<file path="src/rtl/par2ser_tx.sv">
// par2ser_tx: framed MSB-first parallel-to-serial transmitter with a one-word holding register.
// Define PAR2SER_PARITY_EN to append an even-parity bit after the data bits.
module par2ser_tx #(
    parameter int WIDTH = 8
) (
    input  logic             clk,
    input  logic             rstn,
    input  logic [WIDTH-1:0] in_data,
    input  logic             in_valid,
    output logic             in_ready,
    output logic             sout,
    output logic             bit_valid,
    output logic             tx_done,
    output logic             busy
);
    localparam int CW = $clog2(WIDTH);
`ifdef PAR2SER_PARITY_EN
    typedef enum logic [1:0] {IDLE, START, DATA, PAR} state_t;
    logic r_par, w_par_nxt;
`else
    typedef enum logic [1:0] {IDLE, START, DATA} state_t;
`endif
    state_t           r_state, w_state_nxt;
    logic [WIDTH-1:0] r_hold, r_shift, w_shift_nxt;
    logic [CW-1:0]    r_cnt, w_cnt_nxt;
    logic             r_hold_vld, w_accept, w_last, w_load, w_sout_nxt, w_done_nxt;

    assign in_ready = rstn & ~r_hold_vld;
    assign w_accept = in_valid & in_ready;
    assign busy     = (r_state != IDLE) | r_hold_vld;

    // Outputs are registered from the next state, so each state shows its own bit.
    always_comb begin
        w_state_nxt = r_state;
        w_cnt_nxt   = r_cnt;
        w_shift_nxt = r_shift;
        w_load      = 1'b0;
        w_sout_nxt  = 1'b0;
        w_done_nxt  = 1'b0;
`ifdef PAR2SER_PARITY_EN
        w_par_nxt   = r_par;
        w_last      = (r_state == PAR);
`else
        w_last      = (r_state == DATA) && (r_cnt == '0);
`endif
        if (r_state == IDLE || w_last) begin
            w_load      = r_hold_vld;
            w_state_nxt = r_hold_vld ? START : IDLE;
        end else if (r_state == START) begin
            w_state_nxt = DATA;
            w_cnt_nxt   = CW'(WIDTH - 1);
        end else if (r_state == DATA) begin
            w_cnt_nxt = (r_cnt == '0) ? r_cnt : r_cnt - CW'(1);
`ifdef PAR2SER_PARITY_EN
            if (r_cnt == '0) w_state_nxt = PAR;
`endif
        end
        if (w_load) begin
            w_shift_nxt = r_hold;
`ifdef PAR2SER_PARITY_EN
            w_par_nxt   = ^r_hold;
`endif
        end
        if (w_state_nxt == DATA) begin
            w_sout_nxt  = r_shift[WIDTH-1];
            w_shift_nxt = r_shift << 1;
        end
        if (w_state_nxt == START) w_sout_nxt = 1'b1;
`ifdef PAR2SER_PARITY_EN
        if (w_state_nxt == PAR) w_sout_nxt = r_par;
        w_done_nxt = (w_state_nxt == PAR);
`else
        w_done_nxt = (w_state_nxt == DATA) && (w_cnt_nxt == '0);
`endif
    end

    always_ff @(posedge clk) begin
        if (!rstn) begin
            r_state    <= IDLE;
            r_hold     <= '0;
            r_hold_vld <= 1'b0;
            r_shift    <= '0;
            r_cnt      <= '0;
            sout       <= 1'b0;
            bit_valid  <= 1'b0;
            tx_done    <= 1'b0;
`ifdef PAR2SER_PARITY_EN
            r_par      <= 1'b0;
`endif
        end else begin
            r_state    <= w_state_nxt;
            r_shift    <= w_shift_nxt;
            r_cnt      <= w_cnt_nxt;
            r_hold_vld <= w_accept | (r_hold_vld & ~w_load);
            sout       <= w_sout_nxt;
            bit_valid  <= (w_state_nxt != IDLE);
            tx_done    <= w_done_nxt;
            if (w_accept) r_hold <= in_data;
`ifdef PAR2SER_PARITY_EN
            r_par      <= w_par_nxt;
`endif
        end
    end
endmodule

</file>
<file path="config.mk">
export PLATFORM = sky130hd
export DESIGN_NAME = par2ser_tx
export DESIGN_NICKNAME = d
export VERILOG_FILES = /design/src/rtl/par2ser_tx.sv
export SDC_FILE = /design/constraint.sdc
export NUM_CORES = 1
export LEC_CHECK = 0
export CAP_MARGIN = 20
export CORE_ASPECT_RATIO = 1.25
export CORE_MARGIN = 1
export CORE_UTILIZATION = 59
export CTS_BUF_LIST = sky130_fd_sc_hd__clkbuf_8
export CTS_CLUSTER_SIZE = 28
export DETAILED_ROUTE_END_ITERATION = 10
export GPL_TIMING_DRIVEN = 0
export PLACE_DENSITY = 0.86
export SLEW_MARGIN = 10
export SYNTH_ARGS = -nofsm -noshare
export SYNTH_HDL_FRONTEND = slang
export SYNTH_SLANG_ARGS = --single-unit
</file>
<file path="constraint.sdc">
create_clock -name clk -period 3.2 [get_ports clk]
set_input_delay 0.64 -clock clk [delete_from_list [all_inputs] [get_ports clk]]
set_output_delay 0.64 -clock clk [all_outputs]
set_load 0.01 [all_outputs]
</file>
==> reports/qor.csv, run 1 <==
metric;value;unit
Worst Hold Depth;1;
crit path launch type;input pin;
I/O pin cnt;16;
Post CTS Setup Buffer Count;0;
VDD IR max;354;µV
max_slew headroom;68.4;%
Vias;841;
total routed wirelength;2000;µm
clk slew on worst S/H paths;80;ps
# port buffers;15;
row count;16;
Tmin final;2610;ps
Synth area leaders;dfxtp_1 (46%), mux2_2 (6.3%), a221o_1 (5.6%);
sequential area share after synthesis;46.5;%
dpl cell area;1250;µm²
Nets;141;
status;completed;
Worst Path Max Fanout;8;
Syn Inst Count;108;
largest net degree at the start of global routing;15;
hold_buf cts;0;
initial antenna violation count;0;
GR Util All Layers;22.9;%
P_leak;0.549;nW
TritonCTS buffer count;3;
post-synthesis register bit count;25;
Design Area, Final;1300;µm²
clk buf depth;2;
H-tree lvl count;1;
worst reg2reg path depth;7;
first-pass GRT wire length;3220;µm
die area;2000;µm²
die height;49.8;µm
crit-path max cell delay;550;ps
commonest cells in the netlist;dfxtp_1 (25), nor2_1 (9), and2_1 (7), and3_1 (7);
First-pass DRT Iterations;4;
pwr/cell area;506;nW/µm²
Yosys top cell area share;46.5;%
RSZ-0062 raised after global routing;false;
Root Buffer;clkbuf_8;
Top FF cell, synth;dfxtp_1;
Hold Vio Cnt, Final;0;
EDFF count, synth;0;
average wire per standard cell;13.8;µm
layout cells sized above 1;15.7;%
syn_nets;121;
clock skew;2.85;ps
Final Max Slew Viols;0;
P&R area growth vs syn;20.3;%
worst hold path class;reg -> reg;
initial DRC count;18;
hpwl dp;1410;µm
clock tree from TritonCTS;done;
Crit path top cell by count;clkdlybuf4s50_1;
crit path buf inv count;3;
Async SR Flop Fraction;0;%
final setup TNS;0;ps
Final period util;81.7;%
# diodes;0;
synth warn;0;
CP Capture Type;output pin;
Vias/cell;5.80;
DRT antenna net count;0;
average size of a mapped cell;9.97;µm²
core area;1640;µm²
post-cts resize count;0;
Initial Utilization;65.6;%
Crit path max-delay family;buffers and inverters;
Netlist cell types;36;
grt total ovfl;0;
crit-path cells;clkdlybuf4s50_1 -> inv_1 -> nor2_1 -> clkdlybuf4s50_1;
Levels on crit path;4;
Post-Syn Area;1080;µm²
max-cap violations;0;
Crit-path slowest cell;clkdlybuf4s50_1;
most frequent cell after synthesis;dfxtp_1;
Final setup viols;0;
Sink Count;25;
CP arrival;1970;ps
fmax;383;MHz
kind of critical path;in -> out;
worst skew pair latency;260;ps
Worst EP required;2560;ps
GP Congestion;0.756;
number of global-route vias before repair;801;
worst slew pin tran;471;ps
Die X;40.2;µm
# fillers;116;
drt drc;0;
area leader, netlist;dfxtp_1;
-- power by group --
| part | internal (mW) | switching [mW] |
|---|---|---|
| combinational | 0.0656 | 0.0633 |
| sequential | 0.332 | 0.0130 |
| clock | 0.0869 | 0.0940 |
| total | 0.485 | 0.170 |
-- flip-flops by register name, indices dropped and copies added, names as in the netlist --
signal	count
r_hold_vld	1
r_cnt	3
r_shift	8
sout	1
tx_done	1
r_state	2
r_hold	8
bit_valid	1
-- final timing paths --
path                                  from    endpoint  slack (ps)
worst max-delay path                  rstn    in_ready         590
worst min-delay path            r_shift[1]  r_shift[1]         470
worst max register to register    r_cnt[0]  r_shift[2]        1500
worst min register to register  r_shift[1]  r_shift[1]         470
-- stage by stage --
stage	utilization, %	std cells	worst slack (ps)	total power, mW	hold WS, ps
final	79.0	145	587	0.655	473
after global routing	79.0	145	511	0.687	490
after CTS	79.0	145	576	0.661	480
after detailed placement	76.1	141	583	0.481	459
after global placement	76.1	141	582	0.475	439
after floorplan	-	108	1620	0.439	427
-- layout make-up --
cell class                      count  area [µm²]  share of cell area, %
Inverter                            3        11.3                  0.869
Timing Repair Buffer               15         150                   11.6
Tap cell                           18        22.5                   1.74
Sequential cell                    25         500                   38.6
Buffer                              6        33.8                   2.61
Clock inverter                      1        5.00                  0.386
Multi-Input combinational cell     74         532                   41.0
Clock buffer                        3        41.3                   3.19
-- cells by family (layout without fill, tap and decap cells) --
kind of cell               after synthesis  in the layout  share of synthesized area (%)
AOI/OAI and AO/OA                       24             24                           16.8
buffers and inverters                    9             28                           4.18
adders and majority gates                2              2                           2.32
muxes                                    8              8                           8.13
DFF                                     25             25                           46.5
and+or+nand+nor                         40             40                           22.1
-- worst register-to-register path: stages, from the launching register on --
cell     delay, ps
dfxtp_1        340
inv_1          100
ha_1           260
nor2b_2        230
o21ai_2        100
buf_6          140
and3_1         180
a221o_1        260
-- per-layer routing --
metal / vias to the layer above / GRT usage (%) / wire length [µm]
li1: 426 / - / -
met5: - / 0 / 0
met1: 401 / 27.0 / 880
met3: 4 / 4.05 / 40
met4: 0 / 8.33 / 27
met2: 10 / 39.0 / 1050
-- cell usage in the layout, fill, tap and decap left out, types with 3 or more instances in the layout --
| cell type | n |
|---|---|
| clkbuf_8 | 3 |
| buf_2 | 3 |
| mux2_2 | 6 |
| and2_1 | 7 |
| a21oi_1 | 5 |
| clkdlybuf4s50_1 | 15 |
| and3_1 | 7 |
| a221o_1 | 6 |
| inv_1 | 3 |
| o21ai_0 | 3 |
| dfxtp_1 | 25 |
| nand2b_1 | 3 |
| nor2_1 | 9 |
Power figures use the tool's default switching activity.
==> run 2: changes to the inputs <==
Settings changed: CORE_UTILIZATION 59 to 49, PLACE_DENSITY 0.86 to 0.76.
Clock period 3.2 ns to 2.16 ns, I/O delays scaled along.
==> run 2 against run 1 <==
Global-route usage shrank 4.8 points. Cell area unchanged. Critical endpoint is now busy. Largest power group unchanged. Total power grew 47%. Worst setup slack lost 450 ps. Register-to-register slack got worse by 1100 ps. Wire length is 6.2% lower. Largest cell class unchanged. Sequential power increased by 48%. Clock power rose by 45%. First-iteration DRC count is 22% higher. Utilization down 15 points.
==> reports/qor.csv, run 2 (synthesis results as in run 1) <==
metric;value;unit;change
max_slew headroom;67.8;%;-0.64 points
pre-CTS setup slack;-74.1;ps;-657 ps
Die X;43.9;µm;+9.2%
commonest non-fill, non-tap cell in the layout;dfxtp_1;;
initial DRC count;22;;+4
die area;2390;µm²;+19%
clk slew on worst S/H paths;80;ps;about the same
P_leak;0.552;nW;+0.46%
number of global-route vias before repair;776;;-3.1%
CP arrival;1590;ps;-380 ps
I/O pin cnt;16;;unchanged
row count;18;;+2
worst slew pin tran;481;ps;+9.54 ps
H-tree lvl count;1;;unchanged
clock skew;3.31;ps;+0.458 ps
layout cells sized above 1;15.7;%;unchanged
Vias;833;;-0.95%
Worst Path Max Fanout;10;;+2
crit-path max cell delay;480;ps;-70 ps
Seq pwr share;53.2;%;+0.5 points
largest net degree at the start of global routing;14;;-1
hold slack;464;ps;-9.37 ps
reg-to-reg setup timing slack;450;ps;-1050 ps
switch share;25.6;%;-0.38 points
P&R area growth vs syn;20.3;%;unchanged
Final setup viols;0;;unchanged
most frequent cells in the layout;dfxtp_1 (25), clkdlybuf4s50_1 (14), nor2_1 (9), and2_1 (7), and3_1 (7);;
max-cap violations;0;;unchanged
# diodes;0;;unchanged
Final Max Slew Viols;0;;unchanged
clock tree from TritonCTS;done;;
drt drc;0;;unchanged
Post CTS Setup Buffer Count;0;;unchanged
total routed wirelength;1880;µm;-6.2%
Root Buffer;clkbuf_8;;
die height;54.4;µm;+9.3%
Global Route met1 Usage;22.2;%;-4.9 points
# fillers;191;;+65%
Nets;141;;unchanged
Critical R2R Launch;r_cnt[0];;
worst reg2reg path depth;6;;-1
Hold Crit Endpoint;r_shift[1];;
combinational share of power;19.6;%;about the same
worst hold path class;reg -> reg;;
initial antenna violation count;0;;unchanged
CP Capture Type;output pin;;
clock network power share;27.2;%;-0.4 points
pwr/cell area;742;nW/µm²;+47%
RSZ-0062 raised after global routing;false;;
average wire per standard cell;12.8;µm;-7.5%
VDD IR max;532;µV;+50%
worst reg2reg path endpoint;r_shift[2];;
# port buffers;15;;unchanged
final worst slack;134;ps;-453 ps
kind of critical path;reg -> out;;
core area;2030;µm²;+23%
grt peak-use layer;met2;;
status;completed;;
Tot Pwr;962;µW;+47%
crit-path cells;buf_2 -> or3_1 -> clkdlybuf4s50_1;;
Sink Count;25;;unchanged
first-pass GRT wire length;3210;µm;-0.22%
GR Util All Layers;18.0;%;-4.8 points
clk buf depth;2;;unchanged
DRT antenna net count;0;;unchanged
worst skew pair latency;260;ps;about the same
Crit-path slowest cell;clkdlybuf4s50_1;;
Core Util, Final;64.0;%;-15 points
min-delay src;r_shift[1];;
global-route met2 utilization;32.8;%;-6.1 points
fmax;494;MHz;
Worst EP required;1730;ps;-830 ps
Crit path max-delay family;buffers and inverters;;
Hold Vio Cnt, Final;0;;unchanged
Initial Utilization;53.1;%;-12 points
TritonCTS buffer count;3;;unchanged
Largest regs;r_hold (8), r_shift (8), r_cnt (3);;
crit path launch type;flip-flop;;
final setup TNS;0;ps;unchanged
crit path buf inv count;2;;-1
Vias/cell;5.67;;-2.3%
GR Util met3;1.98;%;-2.1 points
Levels on crit path;3;;-1
grt total ovfl;0;;unchanged
GP Congestion;0.754;;-0.28%
First-pass DRT Iterations;4;;unchanged
hpwl dp;1390;µm;-1.3%
Worst Hold Depth;1;;unchanged
Pint;716;µW;+48%
Final period util;93.8;%;
Tmin final;2030;ps;
NetSw;246;µW;+45%
-- run 2: how the worst max path moves through the flow --
stage                    start         end  slack [ps]
finish              r_state[0]        busy         130
global route        r_state[1]        busy          70
CTS                 r_state[1]        busy         120
detailed placement        rstn    in_ready         -70
global placement          rstn    in_ready         -60
floorplan             r_cnt[0]  r_shift[2]         610
-- run 2: repair_timing --
item | 4_1_cts | 5_1_grt
endpoints found under the setup margin | 1 | 0
gates resized for setup | 2 | 0
hold buffers | 0 | 0
endpoints found under the hold margin | 0 | 0
-- run 2: power by group through the flow --
stage / logic, mW / registers (mW) / clock network, mW
finish: 0.188 / 0.512 / 0.262
detailed placement: 0.190 / 0.522 / 0
global route: 0.207 / 0.516 / 0.288
CTS: 0.190 / 0.512 / 0.266
floorplan: 0.130 / 0.520 / 0
global placement: 0.184 / 0.521 / 0
-- run 2: per-layer routing --
layer | vias up | wire length [µm]
met1 | 393 | 864
met4 | 0 | 18
met3 | 4 | 40
li1 | 426 | -
met2 | 10 | 954
met5 | - | 0
-- run 2: area by class of cell --
type                    instances  area, µm²  share of cell area (%)
inverters                       3       11.3                   0.869
plain buffers                   6       33.8                    2.61
flip-flops and latches         25        500                    38.6
clock buffers                   3       41.3                    3.19
multi-input cells              74        532                    41.0
clock inverters                 1       3.75                   0.290
repair buffers                 15        149                    11.5
well taps                      20       25.0                    1.93
-- run 2: per-stage QoR --
| stage | cells | area, µm² |
|---|---|---|
| after CTS | 147 | 1300 |
| after global routing | 147 | 1300 |
| final | 147 | 1300 |
| after detailed placement | 143 | 1250 |
| after global placement | 143 | 1250 |
| after floorplan | 108 | 1080 |
